==> config.mk <==
export PLATFORM = sky130hd
export DESIGN_NAME = spi_master_fifo
export DESIGN_NICKNAME = d
export VERILOG_FILES = /design/src/rtl/spi_master_fifo.sv
export SDC_FILE = /design/constraint.sdc
export NUM_CORES = 1
export LEC_CHECK = 0
export BUFFER_PORTS_ARGS = -buffer_cell sky130_fd_sc_hd__buf_2
export CORE_MARGIN = 1
export CORE_UTILIZATION = 25
export CTS_CLUSTER_DIAMETER = 30
export DETAILED_ROUTE_END_ITERATION = 10
export GPL_TIMING_DRIVEN = 1
export PLACE_DENSITY_LB_ADDON = 0.12
export SLEW_MARGIN = 20
export SYNTH_ARGS = -nofsm -noshare
export SYNTH_HDL_FRONTEND = slang
export SYNTH_SLANG_ARGS = --single-unit
==> constraint.sdc <==
create_clock -name HCLK -period 3.87 [get_ports HCLK]
set_clock_uncertainty 0.2 [all_clocks]
set_input_delay 0.1935 -clock HCLK [delete_from_list [all_inputs] [get_ports HCLK]]
set_output_delay 0.1935 -clock HCLK [all_outputs]
set_load 0.02 [all_outputs]
==> src/rtl/spi_master_fifo.sv <==
// First-word-fall-through FIFO with occupancy count and an upward threshold-crossing pulse.
// Used as both the TX and RX buffer of the SPI master.
module spi_master_fifo #(
  parameter int DATA_WIDTH       = 32,
  parameter int BUFFER_DEPTH     = 32,
  parameter int LOG_BUFFER_DEPTH = $clog2(BUFFER_DEPTH)
) (
  input  logic                        HCLK,
  input  logic                        HRESETn,
  input  logic                        clr_i,
  input  logic [DATA_WIDTH-1:0]       data_i,
  input  logic                        valid_i,
  output logic                        ready_o,
  output logic [DATA_WIDTH-1:0]       data_o,
  output logic                        valid_o,
  input  logic                        ready_i,
  output logic [LOG_BUFFER_DEPTH:0]   elements_o,
  output logic                        full_o,
  output logic                        empty_o,
  input  logic [LOG_BUFFER_DEPTH:0]   th_i,
  output logic                        th_event_o
);

  localparam logic [LOG_BUFFER_DEPTH:0]   FULL_COUNT = (LOG_BUFFER_DEPTH+1)'(BUFFER_DEPTH);
  localparam logic [LOG_BUFFER_DEPTH:0]   CNT_ONE    = (LOG_BUFFER_DEPTH+1)'(1);
  localparam logic [LOG_BUFFER_DEPTH-1:0] PTR_ONE    = LOG_BUFFER_DEPTH'(1);

  logic [DATA_WIDTH-1:0]       mem [BUFFER_DEPTH];
  logic [LOG_BUFFER_DEPTH-1:0] wr_ptr;
  logic [LOG_BUFFER_DEPTH-1:0] rd_ptr;
  logic [LOG_BUFFER_DEPTH:0]   count_next;
  logic                        above_q;
  logic                        above_next;
  logic                        push;
  logic                        pop;

  assign full_o  = (elements_o == FULL_COUNT);
  assign empty_o = (elements_o == '0);
  assign ready_o = ~full_o;
  assign valid_o = ~empty_o;
  assign push    = valid_i & ready_o;
  assign pop     = valid_o & ready_i;
  assign data_o  = mem[rd_ptr];

  always_comb begin
    count_next = elements_o;
    if (clr_i)
      count_next = '0;
    else if (push && !pop)
      count_next = elements_o + CNT_ONE;
    else if (pop && !push)
      count_next = elements_o - CNT_ONE;
  end

  // A zero threshold never counts as "above", which disables the event.
  assign above_next = (count_next >= th_i) && (th_i != '0);

  always_ff @(posedge HCLK or negedge HRESETn) begin
    if (!HRESETn) begin
      wr_ptr     <= '0;
      rd_ptr     <= '0;
      elements_o <= '0;
      above_q    <= 1'b0;
      th_event_o <= 1'b0;
    end else begin
      elements_o <= count_next;
      above_q    <= above_next;
      th_event_o <= above_next & ~above_q & ~clr_i;
      if (clr_i) begin
        wr_ptr <= '0;
        rd_ptr <= '0;
      end else begin
        if (push) wr_ptr <= wr_ptr + PTR_ONE;
        if (pop)  rd_ptr <= rd_ptr + PTR_ONE;
      end
    end
  end

  // Storage is never reset or flushed; only the pointers define validity.
  always_ff @(posedge HCLK) begin
    if (push && !clr_i)
      mem[wr_ptr] <= data_i;
  end

endmodule

Yosys cells after proc, flatten, opt, wreduce, memory -nomap -nowiden --
Memories as Yosys holds them, arrays and structs flattened. Index checks and enable logic that the tools add are counted. W data, S select, Z words.
Storage, ports and cells: register bits after elaboration 18, bits in latches 0, memory bits (writable) 1024, memory bits (read-only) 0, input port bits 43, memories 1
Memories:
- mem | words 32, bits a word 32, rd ports 1, clocked after memory_dff 0, wr ports 1, line 28 | logic [DATA_WIDTH-1:0] mem [BUFFER_DEPTH];
Operators by class: add/sub/neg operators 4, multiply operators 0, divide/modulo/power cells 0, magnitude comparators 1, equality and inequality tests 1, shifts and indexed selects 0, multiplexer cells 9, bitwise gates (word level) 8, reductions and logical operators 11
Operator list (count):
- $mux W5 | 4
- $mux W6 | 3
- $add A5 B1 Y5 const B | 2
- $add A6 B1 Y6 const B | 1
- $eq A6 B6 Y1 const B | 1
- $ge A6 B6 Y1 | 1
- $logic_not A6 Y1 | 1
- $reduce_bool A6 Y1 | 1
- $sub A6 B1 Y6 const B | 1
- $and A1 B1 Y1 | 4
- $logic_and A1 B1 Y1 | 4
- $not A1 Y1 | 4
- $reduce_bool A2 Y1 | 2
- $logic_not A1 Y1 | 3
- $mux W1 | 2

Depth between registers and ports, before layout --
depth in word-level cells 12, gate-level depth with buffers 15

Least setup slack after synthesis --
OpenSTA, ideal clock, no wires.
kind register to register, from register elements_o[0], to memory mem[30][0] (enable), setup time 421 ps, data arrival time 3027 ps, setup slack 222 ps, stages on the path, launching flop included 8, clock period less this slack 3648 ps, cell sequence dfrtp_1 inv_1 ha_1 nor4b_1 a21o_1 nor2_1 nand2_1 nor2_1
On the way: longest elaborated chain between the ends 6
Ends and longest elaborated chain:
- from (decl) | line 17 | output logic [LOG_BUFFER_DEPTH:0] elements_o,
- from (signal assigned) | line 66 | elements_o <= count_next;
- $eq A6 B6 Y1 | line 37 | assign full_o = (elements_o == FULL_COUNT);
- $not A1 Y1 | line 39 | assign ready_o = ~full_o;
- $and A1 B1 Y1 | line 41 | assign push = valid_i & ready_o;
- $logic_and A1 B1 Y1 | line 81 | if (push && !clr_i)
- $mux W1 | line 81
- $mux W1 (implied by the code) | line 82 | mem[wr_ptr] <= data_i;
- to (decl) | line 28
Every way passes these cells.

Worst setup path in the final report --
from register rd_ptr[1], to output data_o[18]
On the way: longest elaborated chain between the ends 1
Ends and longest elaborated chain:
- from (decl) | line 30 | logic [LOG_BUFFER_DEPTH-1:0] rd_ptr;
- from (signal assigned) | line 74 | if (pop) rd_ptr <= rd_ptr + PTR_ONE;
- $mem_v2 Z32 W32
- to (decl) | line 14 | output logic [DATA_WIDTH-1:0] data_o,
Every way passes these cells.

==> summary.md <==
| Metric | Value |
|---|---|
| Post-Place Cells | `4,108` |
| IO Port Bufs | `85` |
| Largest net degree at the start of global routing | `66` |
| Final non-filler cell total | `4,609` |
| Post-Route WL | `124,000 µm` |
| Critical Path End Type | `output port` |
| Unrepaired setup endpoints after global routing | `false` |
| Drt via density | `4.59` |
| Class of the worst hold path | `in -> reg` |
| Initial DRC count | `1,572` |
| Initial Utilization | `25.3%` |
| Initial antenna violation count | `10` |
| RR Endpoint | `above_q` |
| Worst-path fanout max | `a little over 40` |
| Dominant synthesized flop cell | `edfxtp_1` |
| Net Count, Synth | `2,025` |
| Seq pwr share | `33.5%` |
| Switch share | `25.3%` |
| Rel. slew slack | `27.3%` |
| P_int | `28,200 µW` |
| Crit start category | `flop` |
| Clk pwr share | `53.3%` |
| TNS Setup | `0 ns` |
| Final hold vios | `0` |
| Total CTS buffers | `233` |
| Worst vdd ir | `about 480 µV` |
| Period minus WS final | `~3.8 ns` |
| Top cell family by delay on the critical path | `compound AO/OA/AOI/OAI gates` |
| Psw | `9530 µW` |
| DR WL/cell | `26.8 µm` |
| Clk Latency, worst-skew pair | `0.81 ns` |
| Final Cycle Share | `between 90 and 100%` |
| Most frequent cells in the layout | `edfxtp_1, clkbuf_16, mux2i_1, mux4_2, a211oi_1` |
| Final slew viol count | `0` |
| Ys async rst share | `1.73%` |
| Synth warn | `0` |
| Logic pwr share | `13.2%` |
| Leak | `0.0168 µW` |
| Critical Path Most Common Cell | `buf_12` |
| Ant diodes | `0` |
| Critical path class | `reg -> out` |
| Leading cell type in the layout, fill and taps excluded | `edfxtp_1` |
| Syn avg cell area | `~20 µm²` |
| MaxCap Viol Count | `0` |
| Seq cells post-synth | `1,042` |
| Vias | `21.1k` |
| TritonRoute pass-1 iters | `5` |
| Worst path bufs/invs | `3` |
| CTS tree | `yes` |
| First-pass GRT wire length | `around 170,000 µm` |
| Gr ovfl total | `0` |
| Detail Route Antenna Nets | `0` |
| Hold path endpoint | `above_q` |
| Critical path's largest stage delay | `0.63 ns` |
| Pwr Total | `37,700 µW` |
| Max H-tree Level | `4` |
| Worst hold path startpoint | `th_i[4]` |
| Post-synth cell types | `44` |
| R2r startpoint | `elements_o[1]` |
| Power density over the cells | `711 mW/mm²` |
| Status | `finished clean` |
| Layout cells sized above 1 | `32.3%` |
| Fmax | `265 MHz` |
| Worst path slowest cell | `a211oi_1` |
| Total Die Area | `0.162 mm²` |
| Flop-to-flop setup slack | `0.21 ns` |
| Worst path cell trace | `buf_12 -> buf_12 -> mux4_2 -> a211oi_1 -> a22oi_1 -> buf_2` |
| Hold depth | `5` |
| Core Region | `0.159 mm²` |
| Dpl hpwl | `67,200 µm` |
| CTS clk-pin slew, worst paths | `0.04 ns` |
| Clk buf depth | `3` |
| WP data arrival | `between 3 and 4 ns` |
| Post-Syn Area | `0.0402 mm²` |
| Worst Reg-to-Reg Cells | `13` |
| Row count | `146` |
| P&R area growth vs syn | `32.1%` |
| CTS root buffer | `clkbuf_16` |
| Post-synth EDFFs | `1,024` |
| Die Y | `403 µm` |
| Mapped Cells | `between 1.5k and 2k` |
| Final #Nets | `about 2.4k` |
| Vias in the first global route | `22.6k` |
| Final setup viols | `0` |
| Drt drc | `0` |
| Core Util, Final | `between 30% and 40%` |
| I/O pin total | `86` |
| Seq/Total Area, Yosys | `77.7%` |
| Slew @ Worst Pin | `about 1.1 ns` |
| Routability-driven placement congestion ratio | `between 0.7 and 0.8` |
| Minimum hold slack | `0.112 ns` |
| Gr usage total | `around 15%` |
| # clock sinks | `approximately 1.0k` |
| Die width | `403 µm` |
| CP required | `~3.5 ns` |
-- layout make-up --
class	count	area [µm²]
fillers	15100	106000
repair buffers	246	2270
flip-flops and latches	1042	31200
clock buffers	251	5920
inverters	14	52.6
well taps	2072	2590
multi-input cells	794	8730
clock inverters	190	2310
-- power groups by stage --
stage                     sequential, µW  combinational, µW  clock (µW)
after detailed placement           12900               4820           0
final                              12600               4990       20100
after global placement             12900               4820           0
after floorplan                    12800               3180           0
after global routing               12600               5360       21000
after CTS                          12600               5070       20500
-- flip-flops by register name, summed over array words and instances (netlist names) --
name        cells
mem          1024
elements_o      6
rd_ptr          5
wr_ptr          5
above_q         1
th_event_o      1
-- routing by layer --
layer  track usage (%)  routed length, µm  vias up
met5                 0                 29        -
met2              25.3              61000      480
li1                  -                  -     9066
met3              3.04               4800      176
met4              4.44               2310        6
met1              20.1              55400    11400
-- metrics by stage --
step	setup WS [ns]	instance area (µm²)
6_report	0.0917	53100
5_1_grt	0.00521	53100
4_1_cts	-0.000238	53000
3_5_place_dp	0.393	44100
3_3_place_gp	0.424	44100
2_1_floorplan	0.222	40200
-- synthesized netlist by cell type (3+ instances only) --
cell,instances,area [µm²]
a211oi_1,100,751
nor2_1,53,199
mux2i_1,163,1630
buf_1,4,15.0
clkbuf_1,69,259
xnor2_1,7,61.3
o22ai_1,32,200
o21ai_0,36,180
nand3_1,5,25.0
xor2_1,5,43.8
nor2b_1,35,219
nand3b_1,5,37.5
mux4_2,159,3580
a22oi_1,63,473
ha_1,13,163
o221ai_1,32,280
inv_1,14,52.6
buf_4,16,120
nand4_1,6,37.5
a21oi_1,38,190
a21o_1,3,22.5
buf_2,29,145
nand2_1,15,56.3
edfxtp_1,1024,30700
nand2b_1,3,18.8
dfrtp_1,18,450
-- what timing repair did --
action | CTS | global route
pin swaps | 1 | 0
hold buffers | 46 | 1
endpoints found under the hold margin | 1060 | 18
endpoints found under the setup margin | 30 | 6
setup buffers | 12 | 0
cloned | 0 | 1
resized for setup | 14 | 10
-- logic make-up after synthesis --
logic type	synth area share, %
AO/OA/AOI/OAI	5.39
XOR/XNOR	0.330
adder cells (fa/ha/maj)	0.405
buffers and inverters	1.50
flip-flops	77.7
multiplexers	13.0
AND/OR/NAND/NOR	1.74
-- tightest hold or removal path: cells and delay by family --
kind,cells,cell delay (ns)
buffers and inverters,2,0.64
AND/OR/NAND/NOR,3,0.25
-- worst max path at each step --
| stage | start | to | slack [ns] | depth (start not counted) |
|---|---|---|---|---|
| finish | rd_ptr[1] | data_o[18] | 0.09 | 6 |
| global route | elements_o[1] | above_q | 0.005 | 13 |
| CTS | rd_ptr[0] | data_o[19] | -0.0002 | 6 |
| detailed placement | elements_o[1] | th_event_o | 0.39 | 11 |
| global placement | elements_o[1] | above_q | 0.42 | 13 |
| floorplan | elements_o[0] | mem[30][0] | 0.22 | 7 |
No activity file was read; power rests on OpenSTA's default activity.
